==> src/rtl/psum_accum.sv <==
// Partial-sum accumulator: sums per-channel-group psum beats of one output tile and
// streams the final OFM values on port0/port1. Define PSUM_SAT_EN for saturating adds.
module psum_accum #(
    parameter int PSUM_WIDTH = 20,
    parameter int OFM_WIDTH  = 25,
    parameter int TILE_W_MAX = 16,
    parameter int PAIRS      = 3
) (
    input  logic                  clk,
    input  logic                  rst_n,
    input  logic                  start,
    input  logic [7:0]            ic_groups,
    input  logic [7:0]            tile_w,
    input  logic                  in_v,
    input  logic [PSUM_WIDTH-1:0] in_row0,
    input  logic [PSUM_WIDTH-1:0] in_row1,
    input  logic                  in_row1_v,
    output logic                  port0_v,
    output logic                  port1_v,
    output logic [OFM_WIDTH-1:0]  port0,
    output logic [OFM_WIDTH-1:0]  port1,
    output logic                  busy,
    output logic                  tile_done,
    output logic                  err,
    output logic [1:0]            state_dbg
);

    localparam int DEPTH  = PAIRS * TILE_W_MAX;
    localparam int ADDR_W = (DEPTH > 1) ? $clog2(DEPTH) : 1;
    localparam int PAIR_W = (PAIRS > 1) ? $clog2(PAIRS) : 1;
    localparam logic [7:0] TW_MAX = 8'(TILE_W_MAX);
    localparam logic [PAIR_W-1:0] PAIR_LAST = PAIR_W'(PAIRS - 1);
    localparam logic [OFM_WIDTH-1:0] OFM_MAX = {1'b0, {(OFM_WIDTH-1){1'b1}}};
    localparam logic [OFM_WIDTH-1:0] OFM_MIN = {1'b1, {(OFM_WIDTH-1){1'b0}}};

    localparam logic [1:0] S_IDLE  = 2'd0;
    localparam logic [1:0] S_ACCUM = 2'd1;
    localparam logic [1:0] S_LAST  = 2'd2;

    logic [1:0]            state_q, state_d;
    logic [7:0]            col_q, col_d;
    logic [PAIR_W-1:0]     pair_q, pair_d;
    logic [7:0]            pass_q, pass_d;
    logic [7:0]            ic_groups_q, ic_groups_d;
    logic [7:0]            tile_w_q, tile_w_d;
    logic                  err_q, err_d;
    logic                  port0_v_q, port0_v_d;
    logic                  port1_v_q, port1_v_d;
    logic [OFM_WIDTH-1:0]  port0_q, port0_d;
    logic [OFM_WIDTH-1:0]  port1_q, port1_d;
    logic                  tile_done_q, tile_done_d;

    logic [OFM_WIDTH-1:0]  buf0_q [DEPTH];
    logic [OFM_WIDTH-1:0]  buf1_q [DEPTH];
    logic                  wr0_en, wr1_en;
    logic [OFM_WIDTH-1:0]  wr0_data, wr1_data;

    logic [ADDR_W-1:0]     addr;
    logic [OFM_WIDTH-1:0]  ext0, ext1, sum0, sum1;
    logic [7:0]            ic_eff, tw_eff;
    logic                  beat, last_col, last_pair, end_pass, first_pass;

    function automatic logic [OFM_WIDTH-1:0] add_fn(input logic [OFM_WIDTH-1:0] a,
                                                    input logic [OFM_WIDTH-1:0] b);
        logic [OFM_WIDTH:0] s;
        s = {a[OFM_WIDTH-1], a} + {b[OFM_WIDTH-1], b};
`ifdef PSUM_SAT_EN
        if (s[OFM_WIDTH] != s[OFM_WIDTH-1])
            add_fn = s[OFM_WIDTH] ? OFM_MIN : OFM_MAX;
        else
            add_fn = s[OFM_WIDTH-1:0];
`else
        add_fn = s[OFM_WIDTH-1:0];
`endif
    endfunction

    assign ic_eff = (ic_groups == 8'd0) ? 8'd1 : ic_groups;
    assign tw_eff = (tile_w == 8'd0) ? 8'd1 : ((tile_w > TW_MAX) ? TW_MAX : tile_w);

    // A start in the same cycle as in_v always wins; the beat is discarded.
    assign beat       = in_v && !start && (state_q != S_IDLE);
    assign last_col   = (col_q == tile_w_q - 8'd1);
    assign last_pair  = (pair_q == PAIR_LAST);
    assign end_pass   = beat && last_col && last_pair;
    assign first_pass = (pass_q == 8'd0);

    assign addr = ADDR_W'(pair_q) * ADDR_W'(TILE_W_MAX) + ADDR_W'(col_q);
    assign ext0 = OFM_WIDTH'($signed(in_row0));
    assign ext1 = OFM_WIDTH'($signed(in_row1));
    assign sum0 = add_fn(buf0_q[addr], ext0);
    assign sum1 = add_fn(buf1_q[addr], ext1);

    always_comb begin
        state_d     = state_q;
        col_d       = col_q;
        pair_d      = pair_q;
        pass_d      = pass_q;
        ic_groups_d = ic_groups_q;
        tile_w_d    = tile_w_q;
        err_d       = err_q;
        port0_v_d   = 1'b0;
        port1_v_d   = 1'b0;
        port0_d     = port0_q;
        port1_d     = port1_q;
        tile_done_d = 1'b0;
        wr0_en      = 1'b0;
        wr1_en      = 1'b0;
        wr0_data    = first_pass ? ext0 : sum0;
        wr1_data    = first_pass ? ext1 : sum1;

        if (start) begin
            ic_groups_d = ic_eff;
            tile_w_d    = tw_eff;
            col_d       = 8'd0;
            pair_d      = '0;
            pass_d      = 8'd0;
            state_d     = (ic_eff == 8'd1) ? S_LAST : S_ACCUM;
            err_d       = (state_q == S_IDLE) && in_v;
        end else begin
            if (in_v && (state_q == S_IDLE))
                err_d = 1'b1;
            if (beat) begin
                if (last_col) begin
                    col_d = 8'd0;
                    if (last_pair) begin
                        pair_d = '0;
                        pass_d = pass_q + 8'd1;
                    end else begin
                        pair_d = pair_q + PAIR_W'(1);
                    end
                end else begin
                    col_d = col_q + 8'd1;
                end

                if (state_q == S_ACCUM) begin
                    wr0_en = 1'b1;
                    wr1_en = in_row1_v;
                    if (end_pass && (pass_q == ic_groups_q - 8'd2))
                        state_d = S_LAST;
                end else begin
                    // Final pass reads the buffer but never writes it back.
                    port0_v_d = 1'b1;
                    port1_v_d = in_row1_v;
                    port0_d   = (ic_groups_q == 8'd1) ? ext0 : sum0;
                    if (in_row1_v)
                        port1_d = (ic_groups_q == 8'd1) ? ext1 : sum1;
                    if (end_pass) begin
                        state_d     = S_IDLE;
                        tile_done_d = 1'b1;
                    end
                end
            end
        end
    end

    always_ff @(posedge clk or negedge rst_n) begin
        if (!rst_n) begin
            state_q     <= S_IDLE;
            col_q       <= 8'd0;
            pair_q      <= '0;
            pass_q      <= 8'd0;
            ic_groups_q <= 8'd1;
            tile_w_q    <= 8'd1;
            err_q       <= 1'b0;
            port0_v_q   <= 1'b0;
            port1_v_q   <= 1'b0;
            port0_q     <= '0;
            port1_q     <= '0;
            tile_done_q <= 1'b0;
        end else begin
            state_q     <= state_d;
            col_q       <= col_d;
            pair_q      <= pair_d;
            pass_q      <= pass_d;
            ic_groups_q <= ic_groups_d;
            tile_w_q    <= tile_w_d;
            err_q       <= err_d;
            port0_v_q   <= port0_v_d;
            port1_v_q   <= port1_v_d;
            port0_q     <= port0_d;
            port1_q     <= port1_d;
            tile_done_q <= tile_done_d;
        end
    end

    // Buffer contents are never reset; pass 0 always overwrites before any read.
    always_ff @(posedge clk) begin
        if (wr0_en)
            buf0_q[addr] <= wr0_data;
        if (wr1_en)
            buf1_q[addr] <= wr1_data;
    end

    assign port0_v   = port0_v_q;
    assign port1_v   = port1_v_q;
    assign port0     = port0_q;
    assign port1     = port1_q;
    assign busy      = (state_q != S_IDLE);
    assign tile_done = tile_done_q;
    assign err       = err_q;
    assign state_dbg = state_q;

endmodule

==> config.mk <==
export PLATFORM = sky130hd
export DESIGN_NAME = psum_accum
export DESIGN_NICKNAME = d
export VERILOG_FILES = /design/src/rtl/psum_accum.sv
export SDC_FILE = /design/constraint.sdc
export NUM_CORES = 2
export LEC_CHECK = 0
export BUFFER_PORTS_ARGS = -buffer_cell sky130_fd_sc_hd__buf_2
export CAP_MARGIN = 0
export CORE_MARGIN = 2
export CORE_UTILIZATION = 55
export CTS_CLUSTER_DIAMETER = 200
export DETAILED_ROUTE_END_ITERATION = 7
export PLACE_DENSITY = 0.71
export SETUP_SLACK_MARGIN = 0.15
export SYNTH_ARGS = -nofsm -noshare
export SYNTH_HDL_FRONTEND = slang
export SYNTH_SLANG_ARGS = --single-unit
==> constraint.sdc <==
create_clock -name clk -period 13.9 [get_ports clk]
set_input_delay 0.695 -clock clk [delete_from_list [all_inputs] [get_ports clk]]
set_output_delay 0.695 -clock clk [all_outputs]
set_load 0.1 [all_outputs]
==> summary.txt <==
FFs w/ async S/R, synth = 0.0361
post-layout minimum cycle time = 9100 ps
remaining number of nets flagged by the antenna check after routing = 0
total of flip-flops plus latches after synthesis = 2490
maximum number of pins on one net before global-route repair = 104
final std cell area, no fill = 109000 um^2
Hold Path Stages = 3
drt pass-1 iters = 7
switching share of power = 0.258
sequential element share of the synthesized area = 0.763
maximum buffer depth of the clock tree = 3
number of DRC violations after detailed routing = 0
number of unique standard cell types used by synthesis = 88
Int Power = 0.0122 W
FMAX = 0.110 GHz
run status = completed
actual transition at the worst max-transition pin = 1440 ps
path class of the lowest-slack min-delay path = in -> reg
setup slack after layout = 4800 ps
final routed wire length divided by cell count = 34.6 um
number of gates given a new drive strength after cts = 0
clock tree from TritonCTS = done
GRT Overall Usage = 0.330
total clock buffers created by CTS = 226
number of flops mapped to enable cells by yosys = 2400
H-tree depth reported by CTS = 4
share of Yosys cell area claimed by the top area cell type = 0.740
Crit. End Element = register
Routed Wire Length = 301 mm
standby leakage power = 34.4 nW
number of nets in the synthesized netlist = 6109
number of maximum-capacitance constraint violations = 0
worst slack, placed = 5240 ps
Seq pwr share = 0.509
CTS root buf = sky130_fd_sc_hd__clkbuf_16
critical path peak fanout = 55
Logic pwr share = 0.118
total number of placement rows = 154
cells on worst reg2reg path = 21
clock-pin transition on the worst setup and hold timing paths = 60 ps
Initial Utilization = 0.553
Yosys Warn Count = 0
I/O pin total = 118
horizontal extent of the die = 425 um
total overflow reported by the global router = 0
global-route wire length before repair = 424 mm
fin. max-slew vios = 0
starting DRC count in detailed routing = 10944
nets = 6286
Critical Setup Path Class = reg -> reg
Core Box Area = 176000 um^2
vias post-DR = 61345
cell area after placement = 102000 um^2
Buffers on Ports = 117
worst slew slack as a fraction of its limit = 0.0356
routability congestion estimate = 0.953
half-perimeter wire length after placement = 165 mm
Worst IR Drop VDD = 150 uV
period utilisation layout = 0.654
DIE AREA = 181000 um^2
most common flop cell mapped by yosys = sky130_fd_sc_hd__edfxtp_1
worst r2r src = col_q[1]
syn_area_per_cell = 16.3 um^2
Worst-Skew Late Latency = 900 ps
cell types occupying the most area after synthesis = sky130_fd_sc_hd__edfxtp_1 (74%), sky130_fd_sc_hd__a22oi_1 (2.9%), sky130_fd_sc_hd__mux2i_1 (2.3%)
start point of the worst min-delay path = ic_groups[2]
synthesized instance count = 5992
share of power burned in the clock network = 0.373
setup repair after global routing missed its margin = no
area growth from synthesis to final layout = 12.1%
CP startpoint kind = register
number of antenna violations at the first check in global routing = 12
Pwr Total = 0.0164 W
Post-Syn Area = 97400 um^2
height of the die = 425 um
share of layout cells above drive strength 1 = 0.157
Post-Route Skew = 41.0 ps
Final Util = 0.620
Final Hold Fails = 0
Fin Setup TNS = 0 ps
worst setup path startpoint = col_q[1]
required time of the critical path = 14400 ps
arrival time reported for the critical path endpoint = 9590 ps
power per cell area = 150 nW/um^2
vias per inst = 7.05
number of clock sinks = 2490
setup-violating endpoint count in the final report = 0
net switching power = 0.00423 W
top cell type by total area after synthesis = sky130_fd_sc_hd__edfxtp_1
number of global-route vias before repair = 57733
-- power by group through the flow --
stage	registers (W)	logic (W)	clock network [W]
floorplan	0.00892	0.000842	0
global placement	0.00851	0.00186	0
detailed placement	0.00851	0.00187	0
CTS	0.00835	0.00188	0.00612
global route	0.00835	0.00201	0.00641
finish	0.00835	0.00193	0.00612
-- Yosys cell counts, types with 29 or more instances --
cell type                  number
sky130_fd_sc_hd__mux4_2        42
sky130_fd_sc_hd__a22o_1        98
sky130_fd_sc_hd__nor2_1       362
sky130_fd_sc_hd__a21oi_1      308
sky130_fd_sc_hd__a31oi_1      108
sky130_fd_sc_hd__mux2i_1      223
sky130_fd_sc_hd__nand3_1       60
sky130_fd_sc_hd__buf_2         66
sky130_fd_sc_hd__a22oi_1      376
sky130_fd_sc_hd__edfxtp_1    2400
sky130_fd_sc_hd__buf_1         67
sky130_fd_sc_hd__a221oi_1     245
sky130_fd_sc_hd__dfrtp_1       88
sky130_fd_sc_hd__o21ai_0      219
sky130_fd_sc_hd__inv_1         29
sky130_fd_sc_hd__ha_1          54
sky130_fd_sc_hd__nand2_1      347
sky130_fd_sc_hd__mux2_2       128
sky130_fd_sc_hd__nand4_1       35
sky130_fd_sc_hd__clkbuf_1     254
sky130_fd_sc_hd__xnor2_1       44
-- final cells by class --
type	instances	area [um^2]
repair buffers	341	2390
well taps	2340	2930
flip-flops and latches	2490	74300
clock inverters	127	1220
clock buffers	288	5930
diodes	3	7.51
inverters	30	118
multi-input cells	3080	22300
fillers	12364	66900
-- kinds of logic (layout without fill, tap and decap cells) --
logic type	after synthesis	count (layout)	synth area share
flops	2490	2490	0.763
mux	393	393	0.0474
xor+xnor	74	74	0.00695
buf+inv	422	786	0.0174
fa+ha+maj	56	56	0.00735
simple gates	942	942	0.0421
other cells	0	3	0
compound gates	1615	1615	0.116
-- through the flow --
| step | cells | hold slack (ps) |
|---|---|---|
| global placement | 8277 | 464 |
| CTS | 8694 | 2.27 |
| global route | 8696 | 50.4 |
| floorplan | 5992 | 399 |
| finish | 8699 | 50.8 |
| detailed placement | 8277 | 466 |
-- metal layers --
metal  part of all wire  vias to the layer above  wire length (um)  global-route usage
met2               0.44                     5349            133000               0.487
met1               0.36                    30686            108000               0.469
met5            0.00025                        -                74                   0
met4              0.039                       12             11900               0.118
met3               0.16                      789             48300              0.0966
li1                   -                    24509                 -                   -
-- what timing repair did --
item	in CTS	in global routing
setup buffers	0	0
hold buffers	2	0
endpoints found under the hold margin	27	0
-- critical path: stages, from the launching register on --
cell                       delay [ps]
sky130_fd_sc_hd__dfrtp_4          790
sky130_fd_sc_hd__buf_12           440
sky130_fd_sc_hd__buf_4            700
sky130_fd_sc_hd__and2_2           580
sky130_fd_sc_hd__buf_4            340
sky130_fd_sc_hd__buf_4            590
sky130_fd_sc_hd__nand2_1          100
sky130_fd_sc_hd__o21ai_0          100
sky130_fd_sc_hd__a221oi_1         110
sky130_fd_sc_hd__nor3_1           970
sky130_fd_sc_hd__nor4_1           170
sky130_fd_sc_hd__clkbuf_4         260
sky130_fd_sc_hd__o21ai_0          220
sky130_fd_sc_hd__ha_1             290
sky130_fd_sc_hd__a211oi_1         120
sky130_fd_sc_hd__o211ai_1         370
sky130_fd_sc_hd__a41oi_1          160
sky130_fd_sc_hd__o21ai_0          210
sky130_fd_sc_hd__nand2_1          120
sky130_fd_sc_hd__o311ai_0         680
sky130_fd_sc_hd__xnor2_1          210
sky130_fd_sc_hd__o21ai_4          980
-- registers in the layout, summed over array words and instances (netlist names), 2 cells and up --
| signal | flops |
|---|---|
| buf0_q | 1200 |
| buf1_q | 1200 |
| col_q | 8 |
| ic_groups_q | 8 |
| pair_q | 2 |
| pass_q | 8 |
| port0 | 25 |
| port1 | 25 |
| state_dbg | 2 |
| tile_w_q | 8 |
-- layout by cell type (no fill, tap or decap), types with 116 or more instances in the layout --
cell type,synthesis,final
sky130_fd_sc_hd__a21oi_1,308,303
sky130_fd_sc_hd__a221oi_1,245,245
sky130_fd_sc_hd__a22oi_1,376,376
sky130_fd_sc_hd__buf_2,66,116
sky130_fd_sc_hd__buf_4,1,213
sky130_fd_sc_hd__clkbuf_16,0,228
sky130_fd_sc_hd__edfxtp_1,2400,2400
sky130_fd_sc_hd__mux2_2,128,128
sky130_fd_sc_hd__mux2i_1,223,223
sky130_fd_sc_hd__nand2_1,347,344
sky130_fd_sc_hd__nor2_1,362,256
sky130_fd_sc_hd__o21ai_0,219,203
-- path summary, 6_finish.rpt --
check / end / slack (ps)
worst max register to register: buf1_q[1][22] / 4800
min in group asynchronous: pass_q[0] / 280
worst min-delay path: ic_groups_q[2] / 50
worst max-delay path: buf1_q[1][22] / 4800
max in group asynchronous: col_q[2] / 12320
worst min register to register: port1[10] / 470
No activity file was read; power rests on OpenSTA's default activity.
